$ cat src/rtl/riscv_v_csr_regfile.sv
// Vector CSR storage (vsstatus, vtype, vl, vstart, vxrm, vxsat): applies write side effects and tracks in-flight writes.
// Optional feature: define RISCV_V_CSR_BYPASS_EN to forward same-cycle exe writes to the ID outputs.
module riscv_v_csr_regfile #(
    parameter int unsigned RISCV_V_ID_2_EXE_LATENCY = 2,
    parameter int unsigned MAX_VL                   = 256,
    parameter int unsigned MAX_VSEW                 = 3,
    parameter int unsigned PIPE_LATENCY             = RISCV_V_ID_2_EXE_LATENCY,
    parameter int unsigned RISCV_V_VSSTATUS_WIDTH   = 32,
    parameter int unsigned RISCV_V_VTYPE_WIDTH      = 32,
    parameter int unsigned RISCV_V_VL_WIDTH         = 32,
    parameter int unsigned RISCV_V_VSTART_WIDTH     = 16,
    parameter int unsigned RISCV_V_VXRM_WIDTH       = 2,
    parameter int unsigned RISCV_V_VXSAT_WIDTH      = 1
) (
    input  logic                              clk,
    input  logic                              rst,
    input  logic                              stall,
    input  logic                              flush,
    input  logic                              wr_req_vsstatus_id,
    input  logic                              wr_req_vtype_id,
    input  logic                              wr_req_vl_id,
    input  logic                              wr_req_vstart_id,
    input  logic                              wr_req_vxrm_id,
    input  logic                              wr_req_vxsat_id,
    input  logic                              csr_wr_en_vsstatus_exe,
    input  logic                              csr_wr_en_vtype_exe,
    input  logic                              csr_wr_en_vl_exe,
    input  logic                              csr_wr_en_vstart_exe,
    input  logic                              csr_wr_en_vxrm_exe,
    input  logic                              csr_wr_en_vxsat_exe,
    input  logic [RISCV_V_VSSTATUS_WIDTH-1:0] csr_wr_data_vsstatus_exe,
    input  logic [RISCV_V_VTYPE_WIDTH-1:0]    csr_wr_data_vtype_exe,
    input  logic [RISCV_V_VL_WIDTH-1:0]       csr_wr_data_vl_exe,
    input  logic [RISCV_V_VSTART_WIDTH-1:0]   csr_wr_data_vstart_exe,
    input  logic [RISCV_V_VXRM_WIDTH-1:0]     csr_wr_data_vxrm_exe,
    input  logic [RISCV_V_VXSAT_WIDTH-1:0]    csr_wr_data_vxsat_exe,
    input  logic                              vec_instr_done_exe,
    input  logic                              vec_sat_exe,
    output logic [RISCV_V_VSSTATUS_WIDTH-1:0] vsstatus_id,
    output logic [RISCV_V_VTYPE_WIDTH-1:0]    vtype_id,
    output logic [RISCV_V_VL_WIDTH-1:0]       vl_id,
    output logic [RISCV_V_VSTART_WIDTH-1:0]   vstart_id,
    output logic [RISCV_V_VXRM_WIDTH-1:0]     vxrm_id,
    output logic [RISCV_V_VXSAT_WIDTH-1:0]    vxsat_id,
    output logic                              csr_busy_vsstatus,
    output logic                              csr_busy_vtype,
    output logic                              csr_busy_vl,
    output logic                              csr_busy_vstart,
    output logic                              csr_busy_vxrm,
    output logic                              csr_busy_vxsat
);

    localparam int unsigned VT_W    = RISCV_V_VTYPE_WIDTH;
    localparam int unsigned VL_W    = RISCV_V_VL_WIDTH;
    localparam int unsigned VXSAT_W = RISCV_V_VXSAT_WIDTH;
    localparam int unsigned NUM_CSR = 6;
    localparam int unsigned CNT_W   = $clog2(PIPE_LATENCY + 2);

    localparam logic [VT_W-1:0]  VTYPE_VILL = VT_W'(1) << (VT_W - 1);
    localparam logic [2:0]       MAX_VSEW_C = 3'(MAX_VSEW);
    localparam logic [VL_W-1:0]  MAX_VL_C   = VL_W'(MAX_VL);
    localparam logic [CNT_W-1:0] CNT_MAX    = '1;

    logic [RISCV_V_VSSTATUS_WIDTH-1:0] vsstatus_q, vsstatus_d;
    logic [VT_W-1:0]                   vtype_q, vtype_d;
    logic [VL_W-1:0]                   vl_q, vl_d;
    logic [RISCV_V_VSTART_WIDTH-1:0]   vstart_q, vstart_d;
    logic [RISCV_V_VXRM_WIDTH-1:0]     vxrm_q, vxrm_d;
    logic [VXSAT_W-1:0]                vxsat_q, vxsat_d;
    logic                              vtype_illegal;

    // vill is read-only, so a written bit 31 counts as a reserved bit like bits [30:8].
    always_comb begin
        // NOTE: every combinational output is given a default first so no path can infer a latch.
        vtype_illegal = (csr_wr_data_vtype_exe[5:3] > MAX_VSEW_C)
                     || (csr_wr_data_vtype_exe[2:0] == 3'b100)
                     || (csr_wr_data_vtype_exe[VT_W-1:8] != '0);
        vsstatus_d = vsstatus_q;
        vtype_d    = vtype_q;
        vl_d       = vl_q;
        vstart_d   = vstart_q;
        vxrm_d     = vxrm_q;
        vxsat_d    = vxsat_q;

        if (csr_wr_en_vsstatus_exe) vsstatus_d = csr_wr_data_vsstatus_exe;
        if (csr_wr_en_vxrm_exe)     vxrm_d     = csr_wr_data_vxrm_exe;

        if (csr_wr_en_vl_exe)
            vl_d = (csr_wr_data_vl_exe > MAX_VL_C) ? MAX_VL_C : csr_wr_data_vl_exe;

        if (csr_wr_en_vtype_exe) begin
            if (vtype_illegal) begin
                vtype_d = VTYPE_VILL;
                vl_d    = '0;
            end else begin
                vtype_d = csr_wr_data_vtype_exe;
            end
        end

        if (csr_wr_en_vstart_exe)    vstart_d = csr_wr_data_vstart_exe;
        else if (vec_instr_done_exe) vstart_d = '0;

        vxsat_d = (csr_wr_en_vxsat_exe ? csr_wr_data_vxsat_exe : vxsat_q) | VXSAT_W'(vec_sat_exe);
    end

    // NOTE: state updates use non-blocking assignments so every register samples pre-edge values.
    always_ff @(posedge clk or posedge rst) begin
        if (rst) begin
            vsstatus_q <= '0;
            vtype_q    <= VTYPE_VILL;
            vl_q       <= '0;
            vstart_q   <= '0;
            vxrm_q     <= '0;
            vxsat_q    <= '0;
        end else begin
            vsstatus_q <= vsstatus_d;
            vtype_q    <= vtype_d;
            vl_q       <= vl_d;
            vstart_q   <= vstart_d;
            vxrm_q     <= vxrm_d;
            vxsat_q    <= vxsat_d;
        end
    end

`ifdef RISCV_V_CSR_BYPASS_EN
    assign vsstatus_id = (csr_wr_en_vsstatus_exe && !rst) ? vsstatus_d : vsstatus_q;
    assign vtype_id    = (csr_wr_en_vtype_exe    && !rst) ? vtype_d    : vtype_q;
    assign vl_id       = (csr_wr_en_vl_exe       && !rst) ? vl_d       : vl_q;
    assign vstart_id   = (csr_wr_en_vstart_exe   && !rst) ? vstart_d   : vstart_q;
    assign vxrm_id     = (csr_wr_en_vxrm_exe     && !rst) ? vxrm_d     : vxrm_q;
    assign vxsat_id    = (csr_wr_en_vxsat_exe    && !rst) ? vxsat_d    : vxsat_q;
`else
    assign vsstatus_id = vsstatus_q;
    assign vtype_id    = vtype_q;
    assign vl_id       = vl_q;
    assign vstart_id   = vstart_q;
    assign vxrm_id     = vxrm_q;
    assign vxsat_id    = vxsat_q;
`endif

    logic [NUM_CSR-1:0] req, inc, dec, busy;

    assign req = {wr_req_vxsat_id, wr_req_vxrm_id, wr_req_vstart_id,
                  wr_req_vl_id, wr_req_vtype_id, wr_req_vsstatus_id};
    assign dec = {csr_wr_en_vxsat_exe, csr_wr_en_vxrm_exe, csr_wr_en_vstart_exe,
                  csr_wr_en_vl_exe, csr_wr_en_vtype_exe, csr_wr_en_vsstatus_exe};
    assign inc = req & {NUM_CSR{~stall & ~flush}};

    for (genvar g = 0; g < NUM_CSR; g++) begin : g_track
        logic [CNT_W-1:0] cnt_q;

        // Out-of-range steps hold the counter; the assertions below flag them.
        always_ff @(posedge clk or posedge rst) begin
            if (rst)
                cnt_q <= '0;
            else if (flush)
                cnt_q <= '0;
            else if (inc[g] && !dec[g] && (cnt_q != CNT_MAX))
                cnt_q <= cnt_q + 1'b1;
            else if (dec[g] && !inc[g] && (cnt_q != '0))
                cnt_q <= cnt_q - 1'b1;
        end

`ifdef RISCV_V_CSR_BYPASS_EN
        assign busy[g] = (cnt_q != '0) && !((cnt_q == CNT_W'(1)) && dec[g] && !inc[g]);
`else
        assign busy[g] = (cnt_q != '0);
`endif

        a_no_underflow: assert property (@(posedge clk) disable iff (rst)
            !(dec[g] && !inc[g] && !flush && (cnt_q == '0)));
        a_no_overflow: assert property (@(posedge clk) disable iff (rst)
            !(inc[g] && !dec[g] && (cnt_q == CNT_MAX)));
    end

    assign csr_busy_vsstatus = busy[0];
    assign csr_busy_vtype    = busy[1];
    assign csr_busy_vl       = busy[2];
    assign csr_busy_vstart   = busy[3];
    assign csr_busy_vxrm     = busy[4];
    assign csr_busy_vxsat    = busy[5];

endmodule
$ cat config.mk
export PLATFORM = sky130hd
export DESIGN_NAME = riscv_v_csr_regfile
export DESIGN_NICKNAME = d
export VERILOG_FILES = /design/src/rtl/riscv_v_csr_regfile.sv
export SDC_FILE = /design/constraint.sdc
export NUM_CORES = 1
export LEC_CHECK = 0
export ABC_CLOCK_PERIOD_IN_PS = 5500
export CORE_MARGIN = 2
export CORE_UTILIZATION = 30
export CTS_CLUSTER_DIAMETER = 80
export CTS_CLUSTER_SIZE = 8
export DETAILED_ROUTE_END_ITERATION = 10
export REMOVE_ABC_BUFFERS = 1
export SETUP_SLACK_MARGIN = 0.02
export SYNTH_ARGS = -nofsm -noshare
export SYNTH_HDL_FRONTEND = slang
export SYNTH_SLANG_ARGS = --single-unit
$ cat constraint.sdc
create_clock -name clk -period 5.5 [get_ports clk]
set_clock_uncertainty 0.15 [all_clocks]
set_input_delay 0.55 -clock clk [delete_from_list [all_inputs] [get_ports clk]]
set_output_delay 0.55 -clock clk [all_outputs]
set_load 0.02 [all_outputs]
==> impl_metrics.yaml <==
run_status:
  outcome: "finished clean"
floorplanning:
  die_y_um: 133.7
  start_util: 0.3052
  core_um2: 16520
  fp.dieW_um: 133.7
  placementRows: 47
  ioPinCount: 254
  dieArea_um2: 17870
clock_network:
  htree_levels: 4
  cts_setup_buffers: 0
  insertion_delay_ns: 0.41
  ctsLongestPathBuffers: 2
  clk_pin_slew_ns: 0.06
  ctsHoldBuffers: 0
  clock_sinks: 127
  numCtsBuffers: 17
  cts_tree: "built"
  cts_root_buf: "clkbuf_16"
  cts_resized: 0
worst_setup_path:
  startpoint_type: "input pin"
  r2r_start: "g_track[5].cnt_q[1]"
  r2r_slack_ns: 4.28
  endpoint_kind: "flip-flop"
  r2r_cells: 3
  path_max_fanout: 8
  cp_data_required_time_ns: 5.69
  critical_path_class: "in2reg"
  reg2reg_to: "g_track[5].cnt_q[0]"
  crit_arrival_ns: 2.57
sta:
  period_needed_ns: 2.373
  relSlewSlack: 0.2918
  slew_viol_final: 0
  finalSetupViolCount: 0
  rsz0062_at_grt: "false"
  finalCritPeriodShare: 0.4315
  tightest_slew_ns: 1.062
  final_hold_viol_count: 0
  fin_tns_setup_ns: 0
  fmax_ghz: 0.4213
cells_and_area:
  diodes: 0
  drive_above_1_share: 0.1254
  fillers: 1440
  final_cell_mix: "253 x clkdlybuf4s50_1, 126 x dfrtp_1, 40 x nor2b_1"
  nets: 806
  syn_to_final_growth_pct: 66.73
  final_common_cell: "clkdlybuf4s50_1"
  final_area_um2: 8409
  final_util: 0.5089
placed_design:
  dpl.hpwl_mm: 9.625
  gp_congestion: 0.7776
  io_buffers: 253
  placed_area_um2: 7779
synth:
  synth_edf_count: 0
  ys_seq_area_frac: 0.6304
  yosysWarnings: 0
  synthCells: 419
  ys_ff_latch: 127
  async_flop_share: 1.000
  syn_area_per_cell_um2: 12.04
  netlist_area_um2: 5044
  ys.flop_type: "dfrtp_1"
  synthDistinctLibCells: 32
pwr:
  peakVddDrop_uv: 193.4
  intPower_mw: 1.922
  swShare: 0.2302
  clkPwrFrac: 0.474
  pwr-share-comb: 0.129
  p_leak_nw: 3.500
  p_sw_mw: 0.5751
  cellPowerDensity_nw_per_um2: 297.0
  seq_power_share: 0.397
grt:
  grtUsageTotal: 0.1576
  grt.overflow.total: 0
  grt_antenna_before_repair: 0
  grt_pass1_wl_mm: 22.20
  grt_max_degree: 88
  first_global_vias: 4391
routing:
  wirelength_mm: 13.53
  drt_iter0_drc: 180
  via_count: 4108
  drtPass1Iterations: 4
  viasPerCell: 4.534
  ant_nets: 0
  wl_per_cell_um: 14.94
  drc: 0
min_path:
  whs_endpoint: "vtype_id[31]"
  whs_path_depth: 2
  min-delay-start: "vtype_id[31]"
  hp-class: "reg2reg"
job:
  max_cap_viol_count: 0
[worst max-delay path: stages]
cell             delay, ns
clkdlybuf4s50_1       0.51
nor2_1                0.07
a2111o_1              0.42
nor3_1                0.75
a31o_2                0.26
[power by group through the flow]
| stage | Combinational [mW] | Clock, mW | Sequential [mW] |
|---|---|---|---|
| after floorplan | 0.0712 | 0 | 1.05 |
| final | 0.323 | 1.18 | 0.991 |
| after detailed placement | 0.327 | 0 | 1.01 |
| after global routing | 0.349 | 1.26 | 0.996 |
| after global placement | 0.321 | 0 | 1.01 |
| after CTS | 0.328 | 1.21 | 0.991 |
[logic make-up (layout without fill, tap and decap cells)]
logic type             count (synthesis)  after routing  synth area share
and+or+nand+nor                      173            173            0.1972
DFF                                  127            127            0.6304
AOI/OAI and AO/OA                     62             62           0.07492
muxes                                 34             34           0.07591
buffers and inverters                 23            290           0.02158
[cell usage after synthesis, types with 2 or more instances]
cell / n / share of area
or3_1: 6 / 0.0074
mux2_2: 34 / 0.076
dfrtp_1: 126 / 0.63
or2_2: 6 / 0.0074
clkbuf_1: 17 / 0.013
a21oi_1: 21 / 0.021
nor2b_1: 40 / 0.050
o21ai_0: 21 / 0.021
nor4_1: 12 / 0.015
buf_1: 2 / 0.0015
o21bai_1: 6 / 0.0089
a31o_2: 7 / 0.012
and3_1: 6 / 0.0074
nor2_1: 12 / 0.0089
nand2_1: 29 / 0.022
nand3_1: 6 / 0.0060
nor3b_1: 23 / 0.034
nand2b_1: 21 / 0.026
buf_6: 3 / 0.0067
nor3_1: 9 / 0.0089
[final cells by class]
cell class	count	area, um2	share of cell area
Clock buffer	18	439.2	0.05222
Clock inverter	14	191.4	0.02276
Inverter	1	6.256	0.0007439
Multi-Input combinational cell	269	1755	0.2087
Sequential cell	127	3179	0.3781
Tap cell	220	275.3	0.03273
Timing Repair Buffer	257	2562	0.3047
[worst max-delay path by stage]
stage	to	cells after the start	from
after floorplan	g_track[0].cnt_q[0]	1	rst
after global placement	vtype_id[0]	5	csr_wr_data_vtype_exe[0]
after detailed placement	vtype_id[7]	5	csr_wr_data_vtype_exe[1]
after CTS	csr_busy_vl	2	g_track[2].cnt_q[0]
after global routing	vtype_id[1]	5	csr_wr_data_vtype_exe[1]
final	vtype_id[1]	5	csr_wr_data_vtype_exe[1]
[layer usage]
metal / wire [um] / part of all wire / up-vias / GRT usage
met5: 0 / 0 / - / 0
met4: 244 / 0.018 / 0 / 0.05851
met3: 1221 / 0.090 / 17 / 0.05784
met2: 6505 / 0.48 / 186 / 0.2637
met1: 5561 / 0.41 / 1946 / 0.1858
li1: - / - / 1959 / -
[per-stage QoR]
| step | power [mW] | setup slack [ns] | instances | hold slack [ns] |
|---|---|---|---|---|
| final | 2.498 | 3.127 | 906 | 0.3422 |
| after global routing | 2.600 | 3.023 | 906 | 0.3636 |
| after CTS | 2.533 | 3.092 | 906 | 0.3511 |
| after detailed placement | 1.335 | 2.756 | 874 | 0.3339 |
| after global placement | 1.327 | 2.827 | 874 | 0.3238 |
| after floorplan | 1.121 | 1.417 | 397 | 0.3662 |
[registers in the layout, summed over array words and instances (netlist names)]
name	flops
vl_id	32
vsstatus_id	32
vtype_id	32
vstart_id	16
g_track.cnt_q	12
vxrm_id	2
vxsat_id	1
Power figures use the tool's default switching activity.
